==> src/rtl/vga_capture.sv <==
// Purpose: VGA receive front end; recovers line/frame timing from hs/vs, checks the raster, emits (x,y) pixels.
// Latency: every output lags the hs/vs/rgb pins by 2 clk (one input sample stage plus registered outputs).
// Backpressure: none; the pixel stream is free-running and px_valid cannot be stalled by a consumer.
module vga_capture #(
  parameter int BPP         = 4,
  parameter int H_TOTAL     = 800,
  parameter int V_TOTAL     = 524,
  parameter int H_START     = 144,
  parameter int H_ACTIVE    = 640,
  parameter int V_START     = 31,
  parameter int V_ACTIVE    = 480,
  parameter int LOCK_FRAMES = 2
) (
  input  logic             clk,
  input  logic             rst_n,
  input  logic             hs,
  input  logic             vs,
  input  logic [3*BPP-1:0] rgb,
  output logic             px_valid,
  output logic [9:0]       px_x,
  output logic [9:0]       px_y,
  output logic [3*BPP-1:0] px_data,
  output logic             line_start,
  output logic             frame_start,
  output logic             locked,
  output logic             err
);

  localparam logic [9:0]  H_LAST     = 10'(H_TOTAL - 1);
  localparam logic [9:0]  V_LAST     = 10'(V_TOTAL - 1);
  localparam logic [9:0]  H_LO       = 10'(H_START);
  localparam logic [9:0]  H_HI       = 10'(H_START + H_ACTIVE);
  localparam logic [9:0]  V_LO       = 10'(V_START);
  localparam logic [9:0]  V_HI       = 10'(V_START + V_ACTIVE);
  localparam logic [9:0]  CNT_MAX    = 10'h3FF;
  localparam logic [10:0] IDLE_MAX   = 11'h7FF;
  localparam logic [10:0] IDLE_LIMIT = 11'(2 * H_TOTAL);
  localparam logic [2:0]  LOCK_N     = 3'(LOCK_FRAMES);

  typedef enum logic [1:0] {
    SEEK    = 2'd0,
    ACQUIRE = 2'd1,
    LOCKED  = 2'd2
  } state_t;

  // stage-0 samples and the previous sample used for edge detection
  logic             hs_s, vs_s, hs_p, vs_p;
  logic [3*BPP-1:0] rgb_s;

  // timing recovery state
  logic [9:0]  hcnt, vcnt;
  logic [10:0] idle_cnt;
  logic        vs_seen;
  logic        bad_acc;
  state_t      state;
  logic [2:0]  good_cnt;

  // next-value and decision terms, all derived from stage 0
  logic        hs_fall, vs_fall, line0;
  logic        line_bad, frame_bad, timeout;
  logic [9:0]  h_next, v_next;
  logic [10:0] idle_next;
  logic [2:0]  good_inc;
  logic        lock_fault, drop_lock, become_locked, locked_next;
  logic        in_win, px_hit;

  assign hs_fall = hs_p & ~hs_s;
  assign vs_fall = vs_p & ~vs_s;

  // a vs fall coincident with the hs fall counts as the same line 0
  assign line0 = hs_fall & ~vs_s & (vs_seen | vs_fall);

  // a line is judged when the next one starts; the closing line belongs to the old frame
  assign line_bad  = hs_fall & (hcnt != H_LAST);
  assign frame_bad = line0 & ((vcnt != V_LAST) | bad_acc | line_bad);

  assign h_next = hs_fall ? 10'd0
                : (hcnt == CNT_MAX) ? hcnt : hcnt + 10'd1;

  assign v_next = line0   ? 10'd0
                : !hs_fall ? vcnt
                : (vcnt == CNT_MAX) ? vcnt : vcnt + 10'd1;

  // hcnt saturates well below two line periods, so loss of sync needs its own wider counter
  assign idle_next = (hs_fall | vs_fall) ? 11'd0
                   : (idle_cnt == IDLE_MAX) ? idle_cnt : idle_cnt + 11'd1;
  assign timeout   = (idle_next == IDLE_LIMIT);

  assign good_inc      = good_cnt + 3'd1;
  assign lock_fault    = line_bad | frame_bad | timeout;
  assign drop_lock     = (state == LOCKED) & lock_fault;
  assign become_locked = (state == ACQUIRE) & line0 & ~frame_bad & (good_inc == LOCK_N);
  assign locked_next   = ((state == LOCKED) & ~lock_fault) | become_locked;

  assign in_win = (h_next >= H_LO) && (h_next < H_HI) && (v_next >= V_LO) && (v_next < V_HI);
  assign px_hit = locked_next & in_win;

  // sample the pins once; syncs idle high so reset never looks like a falling edge
  always_ff @(posedge clk or negedge rst_n) begin
    if (!rst_n) begin
      hs_s  <= 1'b1;
      vs_s  <= 1'b1;
      hs_p  <= 1'b1;
      vs_p  <= 1'b1;
      rgb_s <= '0;
    end else begin
      hs_p  <= hs_s;
      vs_p  <= vs_s;
      hs_s  <= hs;
      vs_s  <= vs;
      rgb_s <= rgb;
    end
  end

  // raster position, sync idle time, and per-frame bad-line memory
  always_ff @(posedge clk or negedge rst_n) begin
    if (!rst_n) begin
      hcnt     <= '0;
      vcnt     <= '0;
      idle_cnt <= '0;
      vs_seen  <= 1'b0;
      bad_acc  <= 1'b0;
    end else begin
      hcnt     <= h_next;
      vcnt     <= v_next;
      idle_cnt <= idle_next;
      if (hs_fall) begin
        vs_seen <= 1'b0;
      end else if (vs_fall) begin
        vs_seen <= 1'b1;
      end
      if (line0) begin
        bad_acc <= 1'b0;
      end else if (line_bad) begin
        bad_acc <= 1'b1;
      end
    end
  end

  // lock FSM together with its registered outputs and the qualified pixel stream
  always_ff @(posedge clk or negedge rst_n) begin
    if (!rst_n) begin
      state       <= SEEK;
      good_cnt    <= '0;
      line_start  <= 1'b0;
      frame_start <= 1'b0;
      locked      <= 1'b0;
      err         <= 1'b0;
      px_valid    <= 1'b0;
      px_x        <= '0;
      px_y        <= '0;
      px_data     <= '0;
    end else begin
      line_start  <= hs_fall;
      frame_start <= line0;
      locked      <= locked_next;
      err         <= drop_lock;
      px_valid    <= px_hit;
      if (px_hit) begin
        px_x    <= h_next - H_LO;
        px_y    <= v_next - V_LO;
        px_data <= rgb_s;
      end
      case (state)
        SEEK: begin
          if (line0) begin
            state    <= ACQUIRE;
            good_cnt <= '0;
          end
        end
        ACQUIRE: begin
          // any timing fault while acquiring restarts the search quietly
          if (line_bad | frame_bad) begin
            state <= SEEK;
          end else if (line0) begin
            good_cnt <= good_inc;
            if (good_inc == LOCK_N) begin
              state <= LOCKED;
            end
          end
        end
        LOCKED: begin
          if (drop_lock) begin
            state <= SEEK;
          end
        end
        default: state <= SEEK;
      endcase
    end
  end

endmodule

==> config.mk <==
export PLATFORM = sky130hd
export DESIGN_NAME = vga_capture
export DESIGN_NICKNAME = d
export VERILOG_FILES = /design/src/rtl/vga_capture.sv
export SDC_FILE = /design/constraint.sdc
export NUM_CORES = 1
export LEC_CHECK = 0
export ABC_AREA = 1
export CAP_MARGIN = 30
export CORE_MARGIN = 4
export CORE_UTILIZATION = 39
export DETAILED_ROUTE_END_ITERATION = 16
export GPL_TIMING_DRIVEN = 0
export PLACE_DENSITY = 0.57
export SLEW_MARGIN = 20
export SYNTH_ARGS = -nofsm -noshare
export SYNTH_HDL_FRONTEND = slang
export SYNTH_SLANG_ARGS = --single-unit
==> constraint.sdc <==
create_clock -name clk -period 6 [get_ports clk]
set_clock_uncertainty 0.15 [all_clocks]
set_input_delay 1.2 -clock clk [delete_from_list [all_inputs] [get_ports clk]]
set_output_delay 1.2 -clock clk [all_outputs]
set_load 0.02 [all_outputs]
==> impl_metrics.ini <==
[outcome]
status = finished clean

[worst_setup_path]
r2r-start = vcnt[0]
worst_ep_required_time_ns = 6.09
path_class = flip-flop to flip-flop
cp-startpoint = vcnt[0]
regToRegEndpoint = px_data[0]
startpoint_type = flip-flop
rrSetupSlack_ns = 2.90
reg2reg_depth = 19
worst-path-max-fanout = 10
crit_arrival_ns = 3.19
cp-end-kind = flip-flop

[placed_design]
place_ws_ns = 2.89
hpwl_um = 7850
place_inst = 815
place.gp.congestion = 0.836
portBuffers = 52

[logic_synthesis]
synth_edf_count = 0
syn_avg_cell_area_um2 = 8.70
synthCells = 590
ys_seq_elements = 91
netlist_area_um2 = 5130
syn-num-nets = 614
synth.yosys.seq_area_share_pct = 44.5
async_flop_share_pct = 100
yosysWarnings = 0
synthFlopType = dfrtp_1
synth_cell_type_count = 38

[clock_tree]
cts_made_buffers = 9
clock-sinks = 91
root_buffer = clkbuf_16
cts_setup_buffers = 0
cts_buffer_depth = 2
postCtsResizedCells = 0
cts_tree = yes
path_clk_slew_ns = 0.07
h-tree-depth = 3
insertion_delay_ns = 0.35
ctsHoldBuffers = 0

[final_layout]
final.fill_count = 1184
area_growth_pct = 20.5
fin_cells = 831
diodes = 0
final_cell_mix = nand2_1 (127), dfrtp_1 (87), inv_1 (78)
final_common_cell = nand2_1
drive_gt1_share_pct = 23.5
nNetsFinal = 678

[sta]
finalHoldViolCount = 0
relSlewSlack_pct = 70.9
fin_crit_ns = 3.10
rsz0062_at_grt = false
finalSetupTns_ns = 0
tightest_slew_ns = 0.435
slew_violations = 0
max_freq_mhz = 323
fin_crit_sh_pct = 51.6
final-setup-viol-count = 0
setup_ws_ns = 2.90

[routing]
drtAntennaViolNets = 0
vias_per_cell = 4.68
drt_wl_total_um = 10700
dr_total_vias = 3892
drc = 0
post_drt_wl_per_cell_um = 12.8
drt_first_pass_iters = 5
dr.first_iter.drc_count = 294

[pwr]
power_mw = 1.62
p_leak_nw = 3.08
power.switching_uw = 528
peakVddDrop_mv = 0.176
power_frac_seq_pct = 44.4
swShare_pct = 32.7
p_int_mw = 1.09
p_per_area_nw_per_um2 = 261
p_comb_share_pct = 21.5
pwr-share-clk_pct = 34.1

[hold_path]
min_delay_path_depth = 0
hp-class = flip-flop to flip-flop
hp-start = vs_s
hold_path_end = vs_p

[floorplanning]
num_rows = 41
die_h_um = 123
die_area_um2 = 15100
die-width_um = 123
io_pins = 53
coreArea_um2 = 12800
initial_utilization_pct = 40.2

[global_routing]
antenna_found_initial = 0
overflow = 0
grt_usage_pct = 15.8
grt_pass1_vias = 3960
grt_pass1_wl_um = 18800
grt_max_degree = 56

[run]
maxCapViolCount = 0
[final cells by class]
cell class	count	area, um^2	share of cell area [%]
Clock buffer	10	239	3.86
Multi-Input combinational cell	398	2380	38.5
Sequential cell	91	2280	36.9
Inverter	87	334	5.40
Tap cell	172	215	3.48
Buffer	14	138	2.23
Clock inverter	6	47.5	0.769
Timing Repair Buffer	53	549	8.88
[worst max-delay path by stage]
stage                       endpoint  slack, ns  cells past startpoint
after detailed placement  px_data[6]       2.89                     19
after global placement      px_valid       0.11                      1
after CTS                 px_data[0]       2.88                     19
after global routing         px_x[7]       2.53                     18
final                     px_data[0]       2.90                     19
after floorplan           px_data[9]       3.27                     19
[routing by layer]
layer,GRT usage (%),vias up,wire length [um]
met2,24.9,58,5000
met1,21.3,1831,5090
met3,2.72,16,334
li1,-,1987,-
met5,0,-,0
met4,7.00,0,227
[per-stage QoR]
step | area (um^2) | util, % | hold slack, ns
floorplan | 5130 | - | 0.218
global placement | 5870 | 45.9 | 0.234
detailed placement | 5900 | 46.2 | 0.235
CTS | 6180 | 48.4 | 0.245
global route | 6180 | 48.4 | 0.254
finish | 6180 | 48.4 | 0.238
[critical path, cell delays in order, from the launching register on]
cell and delay (ns):
dfrtp_1 0.44, ha_1 0.27, nand2_2 0.09, nor2_4 0.15
nand3_2 0.11, buf_6 0.16, nand2_4 0.08, o21ai_0 0.07
nor2_1 0.28, ha_1 0.21, inv_1 0.07, nor2_4 0.14
nand2_4 0.09, nand2_2 0.07, nor2_2 0.03, nor2_2 0.12
nand3_4 0.13, buf_12 0.19, nand2_4 0.06, nand2_2 0.04
[cell usage after synthesis (4+ instances only)]
cell type | instances | share of area [%]
nand2_1 | 127 | 9.3
dfrtp_1 | 87 | 42
inv_1 | 78 | 5.7
nand3_1 | 68 | 6.6
nand2_2 | 41 | 5.0
nor2_1 | 32 | 2.3
nand3_2 | 20 | 3.9
nand2_4 | 14 | 3.1
o21ai_0 | 13 | 1.3
nand4_1 | 11 | 1.3
nor2_4 | 9 | 2.0
xor2_1 | 9 | 1.5
ha_1 | 8 | 2.0
nor2_2 | 8 | 0.98
a21oi_1 | 6 | 0.59
buf_6 | 6 | 1.3
inv_2 | 6 | 0.44
nand3_4 | 6 | 2.0
a21oi_2 | 4 | 0.68
buf_2 | 4 | 0.39
dfstp_2 | 4 | 2.0
xnor2_1 | 4 | 0.68
[registers in the layout, indices dropped and copies added (netlist names), 2 cells and up]
| name | count |
|---|---|
| state | 2 |
| px_data | 12 |
| vcnt | 10 |
| px_y | 10 |
| idle_cnt | 11 |
| rgb_s | 12 |
| px_x | 10 |
| hcnt | 10 |
| good_cnt | 3 |
[power groups by stage]
stage | logic [mW] | registers (mW) | clock network, mW
6_report | 0.347 | 0.718 | 0.551
5_1_grt | 0.401 | 0.724 | 0.602
4_1_cts | 0.352 | 0.716 | 0.573
2_1_floorplan | 0.270 | 0.716 | 0
3_3_place_gp | 0.336 | 0.725 | 0
3_5_place_dp | 0.350 | 0.727 | 0
[logic make-up after synthesis]
family	Yosys count	synth area share [%]
AND/OR/NAND/NOR	346	38.5
buffers and inverters	101	9.19
flip-flops	91	44.5
AO/OA/AOI/OAI	31	3.68
XOR/XNOR	13	2.22
adder cells (fa/ha/maj)	8	1.95
Power figures use the tool's default switching activity.
